**src/rtl/axi_gran_split_txn_tracker.sv**
```systemverilog
// Multi-ID AXI burst tracker: slot table with per-ID oldest-first lookup, bulk decrement and error marking.
// Optional occupancy statistics are enabled with AXI_RT_SPLIT_TRACKER_STATS_EN.
module axi_gran_split_txn_tracker #(
    parameter int unsigned MaxTxns     = 8,
    parameter int unsigned IdWidth     = 4,
    parameter int unsigned LenWidth    = 8,
    parameter int unsigned CntIdxWidth = (MaxTxns > 1) ? $clog2(MaxTxns) : 1
) (
    input  logic                   clk_i,
    input  logic                   rst_i,
    input  logic                   flush_i,
    input  logic [IdWidth-1:0]     alloc_id_i,
    input  logic [LenWidth-1:0]    alloc_len_i,
    input  logic                   alloc_req_i,
    output logic                   alloc_gnt_o,
    input  logic [IdWidth-1:0]     cnt_id_i,
    input  logic                   cnt_req_i,
    output logic                   cnt_gnt_o,
    output logic [LenWidth-1:0]    cnt_len_o,
    input  logic                   cnt_dec_i,
    input  logic [LenWidth:0]      cnt_delta_i,
    input  logic                   cnt_set_err_i,
    output logic                   cnt_err_o,
    output logic                   cnt_last_o,
    output logic                   cnt_ovf_o,
    output logic [CntIdxWidth:0]   occ_o,
    output logic [CntIdxWidth:0]   occ_max_o
);

    localparam int unsigned RemWidth = LenWidth + 1;
    localparam int unsigned OccWidth = CntIdxWidth + 1;

    logic [MaxTxns-1:0]  valid_q, valid_d;
    logic [MaxTxns-1:0]  err_q, err_d;
    logic [IdWidth-1:0]  id_q  [MaxTxns];
    logic [IdWidth-1:0]  id_d  [MaxTxns];
    logic [RemWidth-1:0] rem_q [MaxTxns];
    logic [RemWidth-1:0] rem_d [MaxTxns];
    // older_q[i][j] set means slot i was allocated before slot j
    logic [MaxTxns-1:0]  older_q [MaxTxns];
    logic [MaxTxns-1:0]  older_d [MaxTxns];

    logic [CntIdxWidth-1:0] alloc_idx;
    logic                   alloc_found;
    logic                   alloc_fire;
    logic [MaxTxns-1:0]     match;
    logic [MaxTxns-1:0]     oldest;
    logic [CntIdxWidth-1:0] sel_idx;
    logic                   sel_found;
    logic [RemWidth-1:0]    sel_rem;
    logic                   sel_err;
    logic                   dec_fire;

    // Lowest-index free slot, from registered valid bits only
    always_comb begin
        alloc_idx   = '0;
        alloc_found = 1'b0;
        for (int i = int'(MaxTxns) - 1; i >= 0; i--) begin
            if (!valid_q[i]) begin
                alloc_idx   = CntIdxWidth'(i);
                alloc_found = 1'b1;
            end
        end
    end

    assign alloc_gnt_o = !rst_i && !flush_i && alloc_found;
    assign alloc_fire  = alloc_req_i && alloc_gnt_o;

    // Oldest matching slot: a match that is older than every other match
    always_comb begin
        match  = '0;
        oldest = '0;
        for (int i = 0; i < int'(MaxTxns); i++) begin
            match[i] = valid_q[i] && (id_q[i] == cnt_id_i);
        end
        for (int i = 0; i < int'(MaxTxns); i++) begin
            oldest[i] = match[i];
            for (int j = 0; j < int'(MaxTxns); j++) begin
                if (j != i && match[j] && !older_q[i][j]) begin
                    oldest[i] = 1'b0;
                end
            end
        end
    end

    always_comb begin
        sel_idx = '0;
        for (int i = int'(MaxTxns) - 1; i >= 0; i--) begin
            if (oldest[i]) begin
                sel_idx = CntIdxWidth'(i);
            end
        end
    end

    assign sel_found = |match;
    assign sel_rem   = rem_q[sel_idx];
    assign sel_err   = err_q[sel_idx];

    assign cnt_gnt_o  = !rst_i && cnt_req_i && sel_found;
    assign dec_fire   = cnt_gnt_o && cnt_dec_i && (cnt_delta_i != '0);
    assign cnt_last_o = dec_fire && (cnt_delta_i >= sel_rem);
    assign cnt_ovf_o  = cnt_gnt_o && cnt_dec_i && (cnt_delta_i > sel_rem);
    assign cnt_len_o  = cnt_gnt_o ? LenWidth'(sel_rem - RemWidth'(1)) : '0;
    assign cnt_err_o  = cnt_gnt_o && (sel_err || cnt_set_err_i);

    // Next table state; flush overrides every other update
    always_comb begin
        valid_d = valid_q;
        err_d   = err_q;
        for (int i = 0; i < int'(MaxTxns); i++) begin
            id_d[i]    = id_q[i];
            rem_d[i]   = rem_q[i];
            older_d[i] = older_q[i];
        end
        if (flush_i) begin
            valid_d = '0;
            err_d   = '0;
            for (int i = 0; i < int'(MaxTxns); i++) begin
                rem_d[i] = '0;
            end
        end else begin
            if (cnt_gnt_o) begin
                if (cnt_set_err_i) begin
                    err_d[sel_idx] = 1'b1;
                end
                if (dec_fire) begin
                    if (cnt_last_o) begin
                        valid_d[sel_idx] = 1'b0;
                        rem_d[sel_idx]   = '0;
                    end else begin
                        rem_d[sel_idx] = sel_rem - cnt_delta_i;
                    end
                end
            end
            if (alloc_fire) begin
                valid_d[alloc_idx] = 1'b1;
                err_d[alloc_idx]   = 1'b0;
                id_d[alloc_idx]    = alloc_id_i;
                rem_d[alloc_idx]   = RemWidth'(alloc_len_i) + RemWidth'(1);
                older_d[alloc_idx] = '0;
                for (int j = 0; j < int'(MaxTxns); j++) begin
                    if (CntIdxWidth'(j) != alloc_idx) begin
                        older_d[j][alloc_idx] = 1'b1;
                    end
                end
            end
        end
    end

    always_ff @(posedge clk_i) begin
        if (rst_i) begin
            valid_q <= '0;
            err_q   <= '0;
            for (int i = 0; i < int'(MaxTxns); i++) begin
                id_q[i]    <= '0;
                rem_q[i]   <= '0;
                older_q[i] <= '0;
            end
        end else begin
            valid_q <= valid_d;
            err_q   <= err_d;
            for (int i = 0; i < int'(MaxTxns); i++) begin
                id_q[i]    <= id_d[i];
                rem_q[i]   <= rem_d[i];
                older_q[i] <= older_d[i];
            end
        end
    end

`ifdef AXI_RT_SPLIT_TRACKER_STATS_EN
    logic [OccWidth-1:0] occ_q;
    logic [OccWidth-1:0] occ_max_q;

    // Occupancy follows allocations and completions; watermark lags occupancy by one cycle
    always_ff @(posedge clk_i) begin
        if (rst_i) begin
            occ_q     <= '0;
            occ_max_q <= '0;
        end else begin
            if (occ_q > occ_max_q) begin
                occ_max_q <= occ_q;
            end
            if (flush_i) begin
                occ_q <= '0;
            end else if (alloc_fire && !cnt_last_o) begin
                occ_q <= occ_q + OccWidth'(1);
            end else if (!alloc_fire && cnt_last_o) begin
                occ_q <= occ_q - OccWidth'(1);
            end
        end
    end

    assign occ_o     = occ_q;
    assign occ_max_o = occ_max_q;
`else
    assign occ_o     = '0;
    assign occ_max_o = '0;
`endif

endmodule
```
**config.mk**
```make
export PLATFORM = sky130hd
export DESIGN_NAME = axi_gran_split_txn_tracker
export DESIGN_NICKNAME = d
export VERILOG_FILES = /design/src/rtl/axi_gran_split_txn_tracker.sv
export SDC_FILE = /design/constraint.sdc
export NUM_CORES = 1
export LEC_CHECK = 0
export ABC_AREA = 1
export ABC_CLOCK_PERIOD_IN_PS = 15000
export CAP_MARGIN = 5
export CORE_MARGIN = 2
export CORE_UTILIZATION = 55
export DETAILED_ROUTE_END_ITERATION = 6
export MAX_ROUTING_LAYER = met4
export PLACE_DENSITY = 0.79
export SLEW_MARGIN = 30
export SYNTH_ARGS = -nofsm -noshare
export SYNTH_HDL_FRONTEND = slang
export SYNTH_SLANG_ARGS = --single-unit
```
**constraint.sdc**
```tcl
create_clock -name clk_i -period 15 [get_ports clk_i]
set_input_delay 4.5 -clock clk_i [delete_from_list [all_inputs] [get_ports clk_i]]
set_output_delay 4.5 -clock clk_i [all_outputs]
set_load 0.05 [all_outputs]
```
# Yosys cells after proc, flatten, opt, wreduce, memory -nomap -nowiden
# Memory sizes are Yosys's and may differ from the RTL's.
# Cells that the tools add are included.
# classes
n_addsub	3
order_cmp	10
eq_ne	15
muxes	152
n_bitwise	44
n_reduce_logical	141
# op_table
cell	n
$mux 72	6
$mux 8	27
$bwmux 72	2
$mux 64	2
$mux 9	10
$or 8x8->8	10
$logic_and 1x1->1	78
$and 72x72->72	1
$not 72->72	1
$mux 1	70
$and 64x64->64	1
$mux 32	2
$not 64->64	1
$logic_not 1->1	58
$demux 9 s3	2
$mux 3	16
$mux 4	9
$bwmux 32	1
$eq 4x4->1	8
$demux 8 s3	1
$or 1x1->1	24
$and 8x8->8	2
$not 8->8	2
$demux 4 s3	1
20 further kinds	30
# totals
reg_bits	16
mem_bits_rw	168
inputBits	32
word_cells	370
n_memories	3
# mem_list
memory	words	word_bits	rd	rd_clocked_by_memory_dff	write_ports	line_no	source
rem_q	8	9	9	0	8	37	logic [RemWidth-1:0] rem_q [MaxTxns];
older_q	8	8	8	0	8	40	logic [MaxTxns-1:0] older_q [MaxTxns];
id_q	8	4	8	0	8	35	logic [IdWidth-1:0] id_q [MaxTxns];

# Longest topological paths before layout
# Gate-level depths: netlist (run 1).
# An unclocked memory read counts as a cell.
# logic_depth
word_depth	34
depth_mapped	41
ltp_nobuf	40

# Least setup slack after synthesis (run 1)
# No wires, ideal clock.
# synth_path
kind	input to output
startpoint	input cnt_id_i[2]
endpoint	output cnt_ovf_o
t_arrival_ns	8.545
path_slack_ns	1.955
cell_stages	29
path_buffers	2
cell_sequence	buf_4 -> inv_2 -> nand2_1 -> nand2_1 -> nor2_2 -> nand3_1 -> o21ai_1 -> nor2_2 -> nand2_4 -> nand2_2 -> inv_2 -> nand3_4 -> nor2_4 -> buf_6 -> nand4_1 -> nand2_1 -> nor2_1 -> nand2_1 -> inv_1 -> ha_1 -> a21oi_1 -> o21ai_0 -> a21oi_1 -> nor2_1 -> o21ai_0 -> nand2_1 -> a21oi_1 -> o21bai_1 -> nor3_1
# synth_between
elab_chain_cells	21
word_cells_on_any_way	142
cone_classes	order compare (1); eq/ne (8); mux (64); reduce/logical (68); memory (1)
# synth_rtl
element	line_no	source
start: declaration	16	input logic [IdWidth-1:0] cnt_id_i,
$eq 4x4->1	74	match[i] = valid_q[i] && (id_q[i] == cnt_id_i);
$logic_and 1x1->1	74	
$logic_and 1x1->1	79	if (j != i && match[j] && !older_q[i][j]) begin
$mux 1 (7 in series)	79	
$mux 3 (8 in series)	89	if (oldest[i]) begin
$mem_v2 8x9	n/a	
$gt 9x9->1	102	assign cnt_ovf_o = cnt_gnt_o && cnt_dec_i && (cnt_delta_i > sel_rem);
$logic_and 1x1->1 *	102	
end: declaration	25	output logic cnt_ovf_o,
# Every way passes the cells marked *; elsewhere a longest branch is shown, timed or not.

# Final worst setup path (run 1)
# layout_path
startpoint	input cnt_id_i[0]
endpoint	output cnt_ovf_o
# The elaborated chain is that of the path after synthesis.

==> results.yml, run 1 <==
synth:
  synth.distinct_cells: 46
  async_flop_share: 0
  yosysTopAreaCell: "dfxtp_1"
  syn_area_um2: 9900
  yosys.area.top_type_share: 0.356
  syn_area_per_cell_um2: 6.67
  netlist_top_cells_area: "dfxtp_1 36%, nand2_1 10%, a21oi_1 9.6%, inv_1 9.4%, o21ai_0 5.8%"
  ys_warn_count: 0
  synth_seq_cells: 176
  yosysSeqAreaShare: 0.356
  synthFlopType: "dfxtp_1"
  synth_edf_count: 0
  syn_inst: 1484
  synth_top_cells_by_count: "263 x nand2_1, 249 x inv_1, 190 x a21oi_1"
  yosysMostFrequentCell: "nand2_1"
clocking:
  numCtsBuffers: 17
  clockBufferDepth: 2
  clock-sinks: 176
  htreeDepth: 4
  clk_pin_slew_ps: 70
  cts_tree: "done"
  worstSkewPairLatency_ps: 440
  ctsRootBufferMaster: "clkbuf_16"
  hold_buffers: 0
flow_run:
  drv_cap: 0
final_layout:
  antenna_cells: 0
  syn_to_final_growth_pct: 12.2
  drive_gt1_frac: 0.0776
  fillers: 1679
  nets: 1553
  multi_input_area_um2: 5080
  regArea_um2: 3520
floorplan:
  io-pin-count: 53
  dieArea_um2: 19100
  die_y_um: 138
  die_width_um: 138
  core_um2: 17800
  start_util: 0.557
  row_count: 49
critical_path:
  worstPathArrival_ps: 9920
  cpPeakStageDelay_ps: 820
  cp-endpoint: "cnt_ovf_o"
  worstSetupStartpoint: "cnt_id_i[0]"
  cp.depth: 33
  critPathMostFrequentCell: "nand2_1"
  critPathRequiredTime_ps: 10500
  r2r_cells: 40
  critPathSlowestCell: "clkdlybuf4s50_1"
  critPathMaxFanout: 34
  critPathLaunchType: "input pin"
  cp_top_family: "simple AND/OR/NAND/NOR gates"
  cp-end-kind: "primary output"
  ff2ff_setup_slack_ps: 9400
  r2r-start: "id_q[0][9]"
  worstSetupPathType: "input pin to primary output"
  crit_buf_inv: 6
  r2r-end: "rem_q[4][6]"
detailed_routing:
  viasPerCell: 5.87
  routed_wirelength_um: 33200
  drt_pass1_iterations: 5
  drt_first_iter_violations: 1282
  vias: 10300
  antenna_left: 0
  wl_per_cell_um: 19.0
  drc_errors: 0
hold_path:
  hold_start: "older_q[0][31]"
  hold_class: "flop to flop"
global_routing:
  grt_usage: 0.352
  grt_pass1_wl_um: 51700
  grt_overflow: 0
  antenna_found_initial: 0
  grt_max_degree: 61
  grt_pass1_vias: 9334
sta:
  period_share: 0.961
  setup_violations: 0
  min_period_ps: 14420
  slew_viol_final: 0
  rsz0062_at_grt: "false"
  fin_setup_tns_ps: 0
  finalHoldViolations: 0
  max_freq_mhz: 69.4
  finClkSkew_ps: 8.03
  hold_ws_ps: 456
  slew_headroom: 0.337
  worst_pin_slew_ps: 990
outcome:
  status: "completed"
place:
  io_buffer_count: 44
  place_congestion: 1.02
  dp_hpwl_um: 23700
power_and_ir_drop:
  powerDensity_nw_per_um2: 96.2
  peakVddDrop_v: 0.0000996
  power_leakage_nw: 4.68
==> state kept, by name (all words and copies together), names as in the netlist, named ones only <==
register	flops
rem_q	72
older_q	48
id_q	32
err_q	8
valid_q	8
==> worst min-delay path, delay by kind of cell (launching register included) <==
kind,cells,cell delay (ps)
AOI/OAI and AO/OA,1,50
buffers and inverters,1,60
DFF,1,300
==> stage by stage <==
step | cells | area (um2) | utilization | worst slack, ps | power, mW
2_1_floorplan | 1491 | 9920 | - | 1960 | 0.535
3_3_place_gp | 1719 | 10400 | 0.587 | 463 | 0.566
3_5_place_dp | 1719 | 10400 | 0.587 | 388 | 0.566
4_1_cts | 1750 | 11100 | 0.624 | 372 | 1.06
5_1_grt | 1750 | 11100 | 0.624 | 101 | 1.09
6_report | 1750 | 11100 | 0.624 | 581 | 1.07
==> kinds of logic (layout without fill, tap and decap cells) <==
logic type,after synthesis,count (layout),synth area share
and+or+nand+nor,551,551,0.257
adders and majority gates,12,12,0.0159
other,1,8,0.000379
xor gates and xnor gates,9,9,0.00796
DFF,176,176,0.356
muxes,1,1,0.00114
AOI/OAI and AO/OA,405,405,0.227
buffers and inverters,329,359,0.135
==> power by group <==
part	internal, mW	leakage [nW]	switching (mW)	total (mW)
clock	0.313	0.318	0.197	0.510
sequential	0.470	1.42	0.00129	0.471
combinational	0.0236	2.94	0.0633	0.0869
==> repair_timing <==
action                     in CTS  in global routing
buffers inserted                0                  0
setup endpoints to repair       0                  1
gates resized for setup         0                  1
==> worst min path at each step <==
| stage | end | slack, ps | depth (start not counted) |
|---|---|---|---|
| detailed placement | older_q[0][7] | 450 | 2 |
| finish | older_q[0][31] | 460 | 2 |
| floorplan | flop | 430 | 2 |
| global route | older_q[0][28] | 480 | 2 |
| CTS | older_q[1][11] | 460 | 2 |
| global placement | older_q[1][11] | 440 | 2 |
==> cell usage in the layout, fill, tap and decap left out, types with 2 or more instances in the layout <==
cell type,instances
nand2_1,263
inv_1,249
a21oi_1,190
dfxtp_1,176
nor2_1,115
o21ai_0,115
nand4_1,52
nand3_1,50
clkdlybuf4s50_1,43
a22oi_1,41
nor2_2,20
inv_2,18
o21ai_1,18
clkbuf_16,17
o22ai_1,16
nand2_2,14
nor2_4,11
nor3_1,11
ha_1,11
buf_4,11
o211ai_1,9
conb_1,8
xor2_1,7
o221ai_1,7
bufinv_16,6
clkinv_1,5
nand2_4,4
nand3_2,3
o21bai_1,3
nand3b_1,2
nor4_1,2
xnor2_1,2
clkinvlp_4,2
clkinv_2,2
==> final cells by class <==
class / instances / area share
Timing Repair Buffer: 55 / 0.0473
Inverter: 273 / 0.0925
Clock buffer: 18 / 0.0387
Sequential cell: 176 / 0.317
Multi-Input combinational cell: 986 / 0.457
Tap cell: 229 / 0.0258
Clock inverter: 13 / 0.0211
==> routing by layer <==
layer | global-route usage | vias to the layer above | wire length [um]
met4 | 0.175 | 0 | 1650
met2 | 0.551 | 591 | 15200
met5 | - | - | 0
met3 | 0.0651 | 122 | 3170
li1 | - | 4905 | -
met1 | 0.439 | 4648 | 13100
Power figures use the tool's default switching activity.
==> run 2, diff against run 1 <==
--- a/config.mk
+++ b/config.mk
@@ -8,11 +8,13 @@
 export ABC_AREA = 1
 export ABC_CLOCK_PERIOD_IN_PS = 15000
 export CAP_MARGIN = 5
-export CORE_MARGIN = 2
-export CORE_UTILIZATION = 55
+export CELL_PAD_IN_SITES_DETAIL_PLACEMENT = 0
+export CELL_PAD_IN_SITES_GLOBAL_PLACEMENT = 1
+export CORE_MARGIN = 3
+export CORE_UTILIZATION = 47
 export DETAILED_ROUTE_END_ITERATION = 6
 export MAX_ROUTING_LAYER = met4
-export PLACE_DENSITY = 0.79
+export PLACE_DENSITY = 0.91
 export SLEW_MARGIN = 30
 export SYNTH_ARGS = -nofsm -noshare
 export SYNTH_HDL_FRONTEND = slang
==> results.yml, run 2 (synthesis gave the netlist of run 1 again) <==
sta:
  slew_viol_final: 0
  worst_slack_ps: 681
  worst_pin_slew_ps: 1030
  max_freq_mhz: 69.8
  finClkSkew_ps: 19.9
  slew_headroom: 0.306
  rsz0062_at_grt: "false"
  setup_violations: 0
  period_share: 0.955
  fin_setup_tns_ps: 0
  finalHoldViolations: 0
  min_period_ps: 14320
  hold_ws_ps: 456
global_routing:
  grt_overflow: 0
  grt_pass1_vias: 9122
  antenna_found_initial: 1
  grt_usage: 0.314
  grt_max_degree: 62
  grt_pass1_wl_um: 52700
critical_path:
  critPathMostFrequentCell: "nand2_1"
  critPathLaunchType: "input pin"
  critPathRequiredTime_ps: 10500
  worstPathArrival_ps: 9820
  cp-end-kind: "primary output"
  critPathMaxFanout: 34
  critPathSlowestCell: "clkdlybuf4s50_1"
  cpPeakStageDelay_ps: 780
  worstSetupPathType: "input pin to primary output"
final_layout:
  fin_area_um2: 11100
  layout_commonest_cell: "nand2_1"
  top_regs: "rem_q (72), older_q (48), id_q (32)"
  largest-register: "rem_q"
  fin_cells: 1790
  drive_gt1_frac: 0.0770
  largest_reg_flops: 72
  syn_to_final_growth_pct: 11.8
  fillers: 2137
  antenna_cells: 0
  mostFrequentLayoutCells: "263 x nand2_1, 249 x inv_1, 190 x a21oi_1"
  utilization: 0.540
  nets: 1551
power_and_ir_drop:
  powerDensity_nw_per_um2: 92.0
  report.power.total_mw: 1.02
  peakVddDrop_v: 0.0000795
  power_leakage_nw: 4.64
floorplan:
  die_width_um: 151
  io-pin-count: 53
  dieArea_um2: 22800
  start_util: 0.483
  die_y_um: 151
  core_um2: 20500
  row_count: 52
detailed_routing:
  drt_first_iter_violations: 1145
  vias: 10100
  wl_per_cell_um: 19.3
  routed_wirelength_um: 34600
  antenna_left: 0
  drt_pass1_iterations: 5
  viasPerCell: 5.63
  drc_errors: 0
clocking:
  ctsRootBufferMaster: "clkbuf_16"
  numCtsBuffers: 17
  htreeDepth: 4
  worstSkewPairLatency_ps: 450
  clockBufferDepth: 2
  cts_tree: "done"
  clk_pin_slew_ps: 70
  clock-sinks: 176
hold_path:
  hold_class: "flop to flop"
flow_run:
  drv_cap: 0
place:
  dp_hpwl_um: 25100
  place_ws_ps: 553
  io_buffer_count: 44
  dp_cells: 1758
  dpl_cell_area_um2: 10500
  place_congestion: 0.953
outcome:
  status: "completed"
-- run 2: worst paths after layout --
kind / from / end / slack [ps] / depth (start not counted)
hold / removal: older_q[0][4] / older_q[0][4] / 460 / 2
setup / recovery: cnt_id_i[0] / cnt_last_o / 680 / 33
hold reg to reg: older_q[0][4] / older_q[0][4] / 460 / 2
setup reg to reg: id_q[0][9] / rem_q[4][4] / 9080 / 33
-- run 2: timing repair --
action / CTS / global route
hold buffers: 0 / 0
endpoints found under the hold margin: 0 / 0
endpoints found under the setup margin: 0 / 1
setup buffers: 0 / 0
gates resized for setup: 0 / 1
-- run 2: layout make-up --
class	instances	area, um2	area share
multi-input combinational	986	5070	0.459
clock buffer	19	443	0.0400
timing repair buffer	53	508	0.0459
clock inverter	13	153	0.0138
tap	270	338	0.0305
sequential	176	3520	0.318
inverter	273	1030	0.0928
-- run 2: routing by layer --
layer  track usage  vias up  wire length (um)
li1              -     4900                 -
met1         0.465     4703             16200
met2         0.458      445             14700
met3        0.0464       35              3230
met4        0.0639        0               462
met5             -        -                 0
-- run 2: report_power, final --
| group | internal, mW | switching (mW) | leakage (nW) |
|---|---|---|---|
| Combinational | 0.0233 | 0.0644 | 2.94 |
| Sequential | 0.470 | 0.00139 | 1.42 |
| Clock | 0.253 | 0.206 | 0.284 |
| Total | 0.746 | 0.272 | 4.64 |
-- run 2: worst max-delay path: cells and delay by family --
family	cells	cell delay, ps
compound gates	5	1020
fa+ha+maj	1	240
buf+inv	6	1510
simple gates	21	2510
==> run 3, diff against run 2 <==
--- a/config.mk
+++ b/config.mk
@@ -15,6 +15,7 @@
 export DETAILED_ROUTE_END_ITERATION = 6
 export MAX_ROUTING_LAYER = met4
 export PLACE_DENSITY = 0.91
+export SKIP_CTS_REPAIR_TIMING = 1
 export SLEW_MARGIN = 30
 export SYNTH_ARGS = -nofsm -noshare
 export SYNTH_HDL_FRONTEND = slang
==> results of run 3 <==
Final layout, timing and power as in run 2 (identical DEF).
